--- config.mk ---
export PLATFORM = sky130hd
export DESIGN_NAME = row_col_cod_nxn
export DESIGN_NICKNAME = d
export VERILOG_FILES = /design/src/rtl/row_col_cod_nxn.sv
export SDC_FILE = /design/constraint.sdc
export NUM_CORES = 1
export LEC_CHECK = 0
export ABC_AREA = 1
export BUFFER_PORTS_ARGS = -buffer_cell sky130_fd_sc_hd__buf_2
export CELL_PAD_IN_SITES_DETAIL_PLACEMENT = 0
export CELL_PAD_IN_SITES_GLOBAL_PLACEMENT = 1
export CORE_MARGIN = 4
export CORE_UTILIZATION = 43
export DETAILED_ROUTE_END_ITERATION = 8
export GPL_ROUTABILITY_DRIVEN = 0
export GPL_TIMING_DRIVEN = 1
export HOLD_SLACK_MARGIN = 0.12
export PLACE_DENSITY_LB_ADDON = 0.1
export SYNTH_ARGS = -nofsm -noshare
export SYNTH_HDL_FRONTEND = slang
export SYNTH_SLANG_ARGS = --single-unit
--- constraint.sdc ---
create_clock -name clk -period 5.6 [get_ports clk]
set_input_delay 0.84 -clock clk [delete_from_list [all_inputs] [get_ports clk]]
set_output_delay 0.84 -clock clk [all_outputs]
set_load 0.01 [all_outputs]
--- src/rtl/row_col_cod_nxn.sv ---
// Slew-limited row/column selector for a SIZE x SIZE DCO unit-capacitor array.
// The code moves toward the clamped tuning word in steps of at most STEP_MAX units and is encoded into row/column enables.
module row_col_cod_nxn #(
    parameter int unsigned SIZE     = 8,
    parameter int unsigned WIDTH    = 7,
    parameter int unsigned MAX      = SIZE * SIZE,
    parameter int unsigned STEP_MAX = SIZE,
    parameter int unsigned RST_CODE = SIZE * SIZE / 2
) (
    input  logic             clk,
    input  logic             rst,
    input  logic             en,
    input  logic             load,
    input  logic [WIDTH-1:0] word,
    output logic [WIDTH-1:0] code,
    output logic [SIZE-1:0]  r_all,
    output logic [SIZE-1:0]  row,
    output logic [SIZE-1:0]  col,
    output logic             settled,
    output logic             ovr
);

    localparam int unsigned EW = WIDTH + 1;

    logic [WIDTH-1:0] r_code;
    logic [SIZE-1:0]  r_r_all;
    logic [SIZE-1:0]  r_row;
    logic [SIZE-1:0]  r_col;
    logic             r_settled;
    logic             r_ovr;

    logic [EW-1:0]    w_word_x;
    logic [EW-1:0]    w_tgt_x;
    logic [EW-1:0]    w_code_x;
    logic [EW-1:0]    w_diff;
    logic [EW-1:0]    w_code_nxt_x;
    logic [WIDTH-1:0] w_code_nxt;
    logic             w_ovr;
    logic             w_settled;
    logic [SIZE-1:0]  w_r_all;
    logic [SIZE-1:0]  w_row;
    logic [SIZE-1:0]  w_col;

    // Row index and fill count via a comparator chain: {ri, nc}, where nc is 1..SIZE for nonzero codes.
    function automatic logic [2*EW-1:0] f_split(input logic [WIDTH-1:0] c);
        logic [EW-1:0] ri;
        logic [EW-1:0] nc;
        ri = '0;
        nc = {1'b0, c};
        for (int unsigned i = 1; i < SIZE; i++) begin
            if ({1'b0, c} > EW'(i * SIZE)) begin
                ri = EW'(i);
                nc = {1'b0, c} - EW'(i * SIZE);
            end
        end
        return {ri, nc};
    endfunction

    function automatic logic [SIZE-1:0] f_r_all(input logic [WIDTH-1:0] c);
        logic [2*EW-1:0] s;
        logic [SIZE-1:0] v;
        s = f_split(c);
        for (int unsigned i = 0; i < SIZE; i++) begin
            v[i] = !(EW'(i) < s[2*EW-1:EW]);
        end
        return v;
    endfunction

    function automatic logic [SIZE-1:0] f_row(input logic [WIDTH-1:0] c);
        logic [2*EW-1:0] s;
        logic [SIZE-1:0] v;
        s = f_split(c);
        for (int unsigned i = 0; i < SIZE; i++) begin
            v[i] = (EW'(i) == s[2*EW-1:EW]);
        end
        return v;
    endfunction

    // Even rows fill from column 0 upward, odd rows from the top column down (serpentine).
    function automatic logic [SIZE-1:0] f_col(input logic [WIDTH-1:0] c);
        logic [2*EW-1:0] s;
        logic [SIZE-1:0] v;
        s = f_split(c);
        for (int unsigned i = 0; i < SIZE; i++) begin
            if (s[EW])
                v[i] = (EW'(i) + s[EW-1:0] >= EW'(SIZE));
            else
                v[i] = (EW'(i) < s[EW-1:0]);
        end
        return v;
    endfunction

    // Clamp, slew-limit and encode the next code; all arithmetic one bit wider than the word.
    always_comb begin
        w_word_x     = {1'b0, word};
        w_ovr        = (w_word_x > EW'(MAX));
        w_tgt_x      = w_ovr ? EW'(MAX) : w_word_x;
        w_code_x     = {1'b0, r_code};
        w_diff       = (w_tgt_x >= w_code_x) ? (w_tgt_x - w_code_x) : (w_code_x - w_tgt_x);
        w_code_nxt_x = w_tgt_x;
        if (!load && (w_diff > EW'(STEP_MAX))) begin
            if (w_tgt_x > w_code_x)
                w_code_nxt_x = w_code_x + EW'(STEP_MAX);
            else
                w_code_nxt_x = w_code_x - EW'(STEP_MAX);
        end
        w_settled  = (w_code_nxt_x == w_tgt_x);
        w_code_nxt = w_code_nxt_x[WIDTH-1:0];
        w_r_all    = f_r_all(w_code_nxt);
        w_row      = f_row(w_code_nxt);
        w_col      = f_col(w_code_nxt);
    end

    always_ff @(negedge clk or posedge rst) begin
        if (rst) begin
            r_code    <= WIDTH'(RST_CODE);
            r_r_all   <= f_r_all(WIDTH'(RST_CODE));
            r_row     <= f_row(WIDTH'(RST_CODE));
            r_col     <= f_col(WIDTH'(RST_CODE));
            r_settled <= 1'b1;
            r_ovr     <= 1'b0;
        end else if (en) begin
            r_code    <= w_code_nxt;
            r_r_all   <= w_r_all;
            r_row     <= w_row;
            r_col     <= w_col;
            r_settled <= w_settled;
            r_ovr     <= w_ovr;
        end
    end

    assign code    = r_code;
    assign r_all   = r_r_all;
    assign row     = r_row;
    assign col     = r_col;
    assign settled = r_settled;
    assign ovr     = r_ovr;

endmodule

### Yosys cells after proc, flatten, opt, wreduce, memory -nomap -nowiden

Index checks and enable logic that the tools add are counted.
Widths: inputs -> output; s select.

| word-level totals | value |
|---|---|
| register bits after elaboration | 33 |
| bits in latches | 0 |
| bits in writable memories | 0 |
| memory bits (read-only) | 0 |
| word-level logic and storage cells | 104 |
| memories kept | 0 |

| cells by class | value |
|---|---|
| $add $sub $neg | 18 |
| multipliers | 0 |
| div/mod/pow operators | 0 |
| $lt $le $gt $ge | 35 |
| eq/ne operators | 8 |
| shift-type cells | 0 |
| mux-type cells | 26 |
| bitwise operators | 0 |
| reductions and logical operators | 11 |

Operators with widths:

| cell | count |
|---|---|
| $mux 8 | 16 |
| $ge 8x4->1 const B | 8 |
| $lt 3x8->1 const A | 8 |
| $add 3x8->8 const A | 4 |
| $eq 3x8->1 const A | 4 |
| $lt 1x8->1 const A | 4 |
| $lt 2x8->1 const A | 4 |
| $sub 7x6->8 const B | 4 |
| $gt 7x6->1 const B | 4 |
| $add 2x8->8 const A | 2 |
| $eq 2x8->1 const A | 2 |
| $sub 7x4->8 const B | 2 |
| $sub 7x5->8 const B | 2 |
| $sub 7x7->8 | 2 |
| $gt 7x5->1 const B | 2 |
| $logic_not 1->1 | 9 |
| $mux 1 | 9 |
| $add 1x8->8 const A | 1 |
| $add 7x4->8 const B | 1 |
| $eq 1x8->1 const A | 1 |
| $eq 8x7->1 | 1 |
| $gt 8x4->1 const B | 1 |
| $logic_not 8->1 | 1 |
| $ge 7x7->1 | 1 |
| other kinds (5) | 5 |

### Depth between registers and ports, before layout

| logic depth | value |
|---|---|
| word-level depth | 18 |
| depth in mapped cells | 48 |
| gate-level depth less buffers | 46 |

==> flow_summary_export.csv <==
group,metric,value,unit
status,violations,"negative setup slack",
die,die_h,108,um
global_routing,grt_util_all_layers,26.6,%
die,die_x,108,um
detailed_routing,via_count,5738,
setup_path,critPathMaxFanout,7,
clock_network,clkLatencyLatePin,0.37,ns
timing,final-setup-viol-count,30,
detailed_routing,vias_per_cell,5.20,
job,drv_cap,0,
setup_path,cp.buffers_inverters,9,
clock_network,cts.sinks,31,
setup_path,path_delay_family,"simple AND/OR/NAND/NOR gates",
global_routing,grt_max_degree,32,
timing,finClkSkew,0.0779,ns
logic_synthesis,yosysWarningCount,0,
timing,rsz0062_at_grt,"yes",
clock_network,cts.path.max_buffers,2,
global_routing,grt_antenna_before_repair,0,
clock_network,clk_pin_slew,0.05,ns
finish,antenna_cells,0,
timing,worst_slack,-2.38,ns
placed_design,port_buffers,42,
detailed_routing,first_pass_iters,8,
logic_synthesis,yosys.cell_types.count,51,
logic_synthesis,async_reset_ff_share,100,%
finish,drive_gt1_share,55.5,%
finish,nets,1018,
logic_synthesis,syn_nets,739,
logic_synthesis,yosysSeqAreaShare,18.3,%
finish,area_growth,77.9,%
global_routing,grt_pass1_vias,5417,
timing,slew_viol_final,0,
die,start_util,44.2,%
logic_synthesis,synth-edff-count,0,
clock_network,tritoncts,"built",
die,num_rows,36,
die,core-area,0.00982,sq mm
detailed_routing,drt_iter0_markers,369,
finish,post-route-util,78.6,%
detailed_routing,routed_wl,17.3,mm
setup_path,cp_slowest_stage_delay,0.40,ns
clock_network,h-tree-depth,2,
status,status,"complete, but fails checks",
setup_path,required,3.07,ns
min_path,hp-class,"reg2reg",
logic_synthesis,netlist_instances,690,
setup_path,critPathCaptureType,"flip-flop",
timing,maxSlewHeadroom,65.5,%
finish,final_common_cell,"buf_4",
setup_path,cp-start-kind,"primary input",
finish,final_cells,1103,
logic_synthesis,ys_ff_latch,31,
setup_path,path_class,"in2reg",
die,die_area,0.0118,sq mm
clock_network,numCtsBuffers,5,
finish,layout_common_cells,"190 x buf_4, 161 x nand2_1, 75 x inv_1",
global_routing,overflow,0,
logic_synthesis,syn_avg_cell_area,6.29,sq um
timing,worst_pin_slew,0.515,ns
timing,finalHoldViolCount,0,
setup_path,cp.arrival,5.45,ns
logic_synthesis,netlist_area,0.00434,sq mm
clock_network,cts_root_buffer,"clkbuf_8",
detailed_routing,post_drt_wl_per_cell,15.7,um
placed_design,dp_hpwl,12.0,mm
die,ioPinCount,44,
detailed_routing,ant_nets,0,
global_routing,grt_pass1_wl,25.4,mm
placed_design,dp.cells,1021,
logic_synthesis,synth_ff_type,"dfrtn_1",
setup_path,cpMaxStageDelayCell,"fa_2",
placed_design,pre_cts_slack,-2.98,ns
detailed_routing,route.detailed.drc,0,
[final timing paths]
check,from,end,slack [ns],cells after the start
worst max-delay path,word[0],col[6]$_DFFE_NP1P_,-2.38,39
worst min-delay path,r_all[2]$_DFFE_NP0P_,r_all[2]$_DFFE_NP0P_,0.43,2
worst max register to register,code[3]$_DFFE_NP0P_,col[7]$_DFFE_NP1P_,0.79,39
worst min register to register,r_all[2]$_DFFE_NP0P_,r_all[2]$_DFFE_NP0P_,0.43,2
max in group asynchronous,rst,r_all[5]$_DFFE_NP1P_,1.89,3
min in group asynchronous,rst,row[6]$_DFFE_NP0P_,3.31,3
[metal layers]
layer / track usage (%) / vias up / routed length, um
met5: 0 / - / 0
li1: - / 2779 / -
met3: 2.87 / 47 / 917
met2: 45.7 / 210 / 8620
met1: 35.8 / 2702 / 7360
met4: 5.86 / 0 / 432
[per-stage QoR]
step / cell area (sq um) / hold slack, ns / TNS [ns]
final: 7720 / 0.435 / -50.54
after global routing: 7720 / 0.455 / -57.12
after CTS: 6950 / 0.430 / -45.46
after detailed placement: 6200 / 0.428 / -62.76
after global placement: 6200 / 0.420 / -59.55
after floorplan: 4640 / 0.474 / -44.65
[synth_stat cells, drive strengths merged (2+ instances only)]
cell	instances	area [sq um]
o21ai	50	284
o22ai	4	25.0
nand2	255	1090
o211ai	2	15.0
o31ai	2	15.0
inv	98	373
o21bai	3	33.8
buf	10	88.8
a21oi	30	191
clkbuf	3	11.3
dfstp	15	394
nor3	2	21.3
ha	37	463
nand3	61	340
nor2	65	310
nand4	11	75.1
dfrtn	16	400
xor2	7	61.3
a31oi	3	18.8
nand3b	3	22.5
or2	3	18.8
clkinv	2	7.51
[what timing repair did]
| action | 4_1_cts | 5_1_grt |
|---|---|---|
| buffers inserted | 33 | 31 |
| hold buffers | 0 | 0 |
| pin swaps | 42 | 101 |
| gates resized for setup | 85 | 156 |
| setup endpoints to repair | 30 | 30 |
[cells by family (layout without fill, tap and decap cells)]
family / after synthesis / after routing / share of synthesized area [%]
other: 1 / 1 / 0.0864
adder cells (fa/ha/maj): 38 / 38 / 11.1
XOR/XNOR: 8 / 8 / 1.61
AO/OA/AOI/OAI: 98 / 98 / 14.2
buffers and inverters: 113 / 393 / 11.1
AND/OR/NAND/NOR: 401 / 401 / 43.5
flip-flops: 31 / 31 / 18.3
[flip-flops by register name (all words and copies together) (netlist names)]
register  flops
code          7
col           8
ovr           1
r_all         6
row           8
settled       1
[cell type report]
type	instances	area, sq um
clock buffer	7	108
clock inverter	16	62.6
fill	716	2100
inverter	99	418
multi-input combinational	546	4040
sequential	31	795
tap	133	166
timing repair buffer	271	2130
[worst register-to-register path: cells and delay by family (launching register included)]
kind,cells,cell delay (ns)
flip-flops,1,0.52
AND/OR/NAND/NOR,27,2.37
buffers and inverters,7,0.66
XOR/XNOR,2,0.34
adder cells (fa/ha/maj),3,0.89
Power is left out: the tool's default activity adds up to more than one toggle a clock period on the data nets, which glitch-free logic cannot reach.
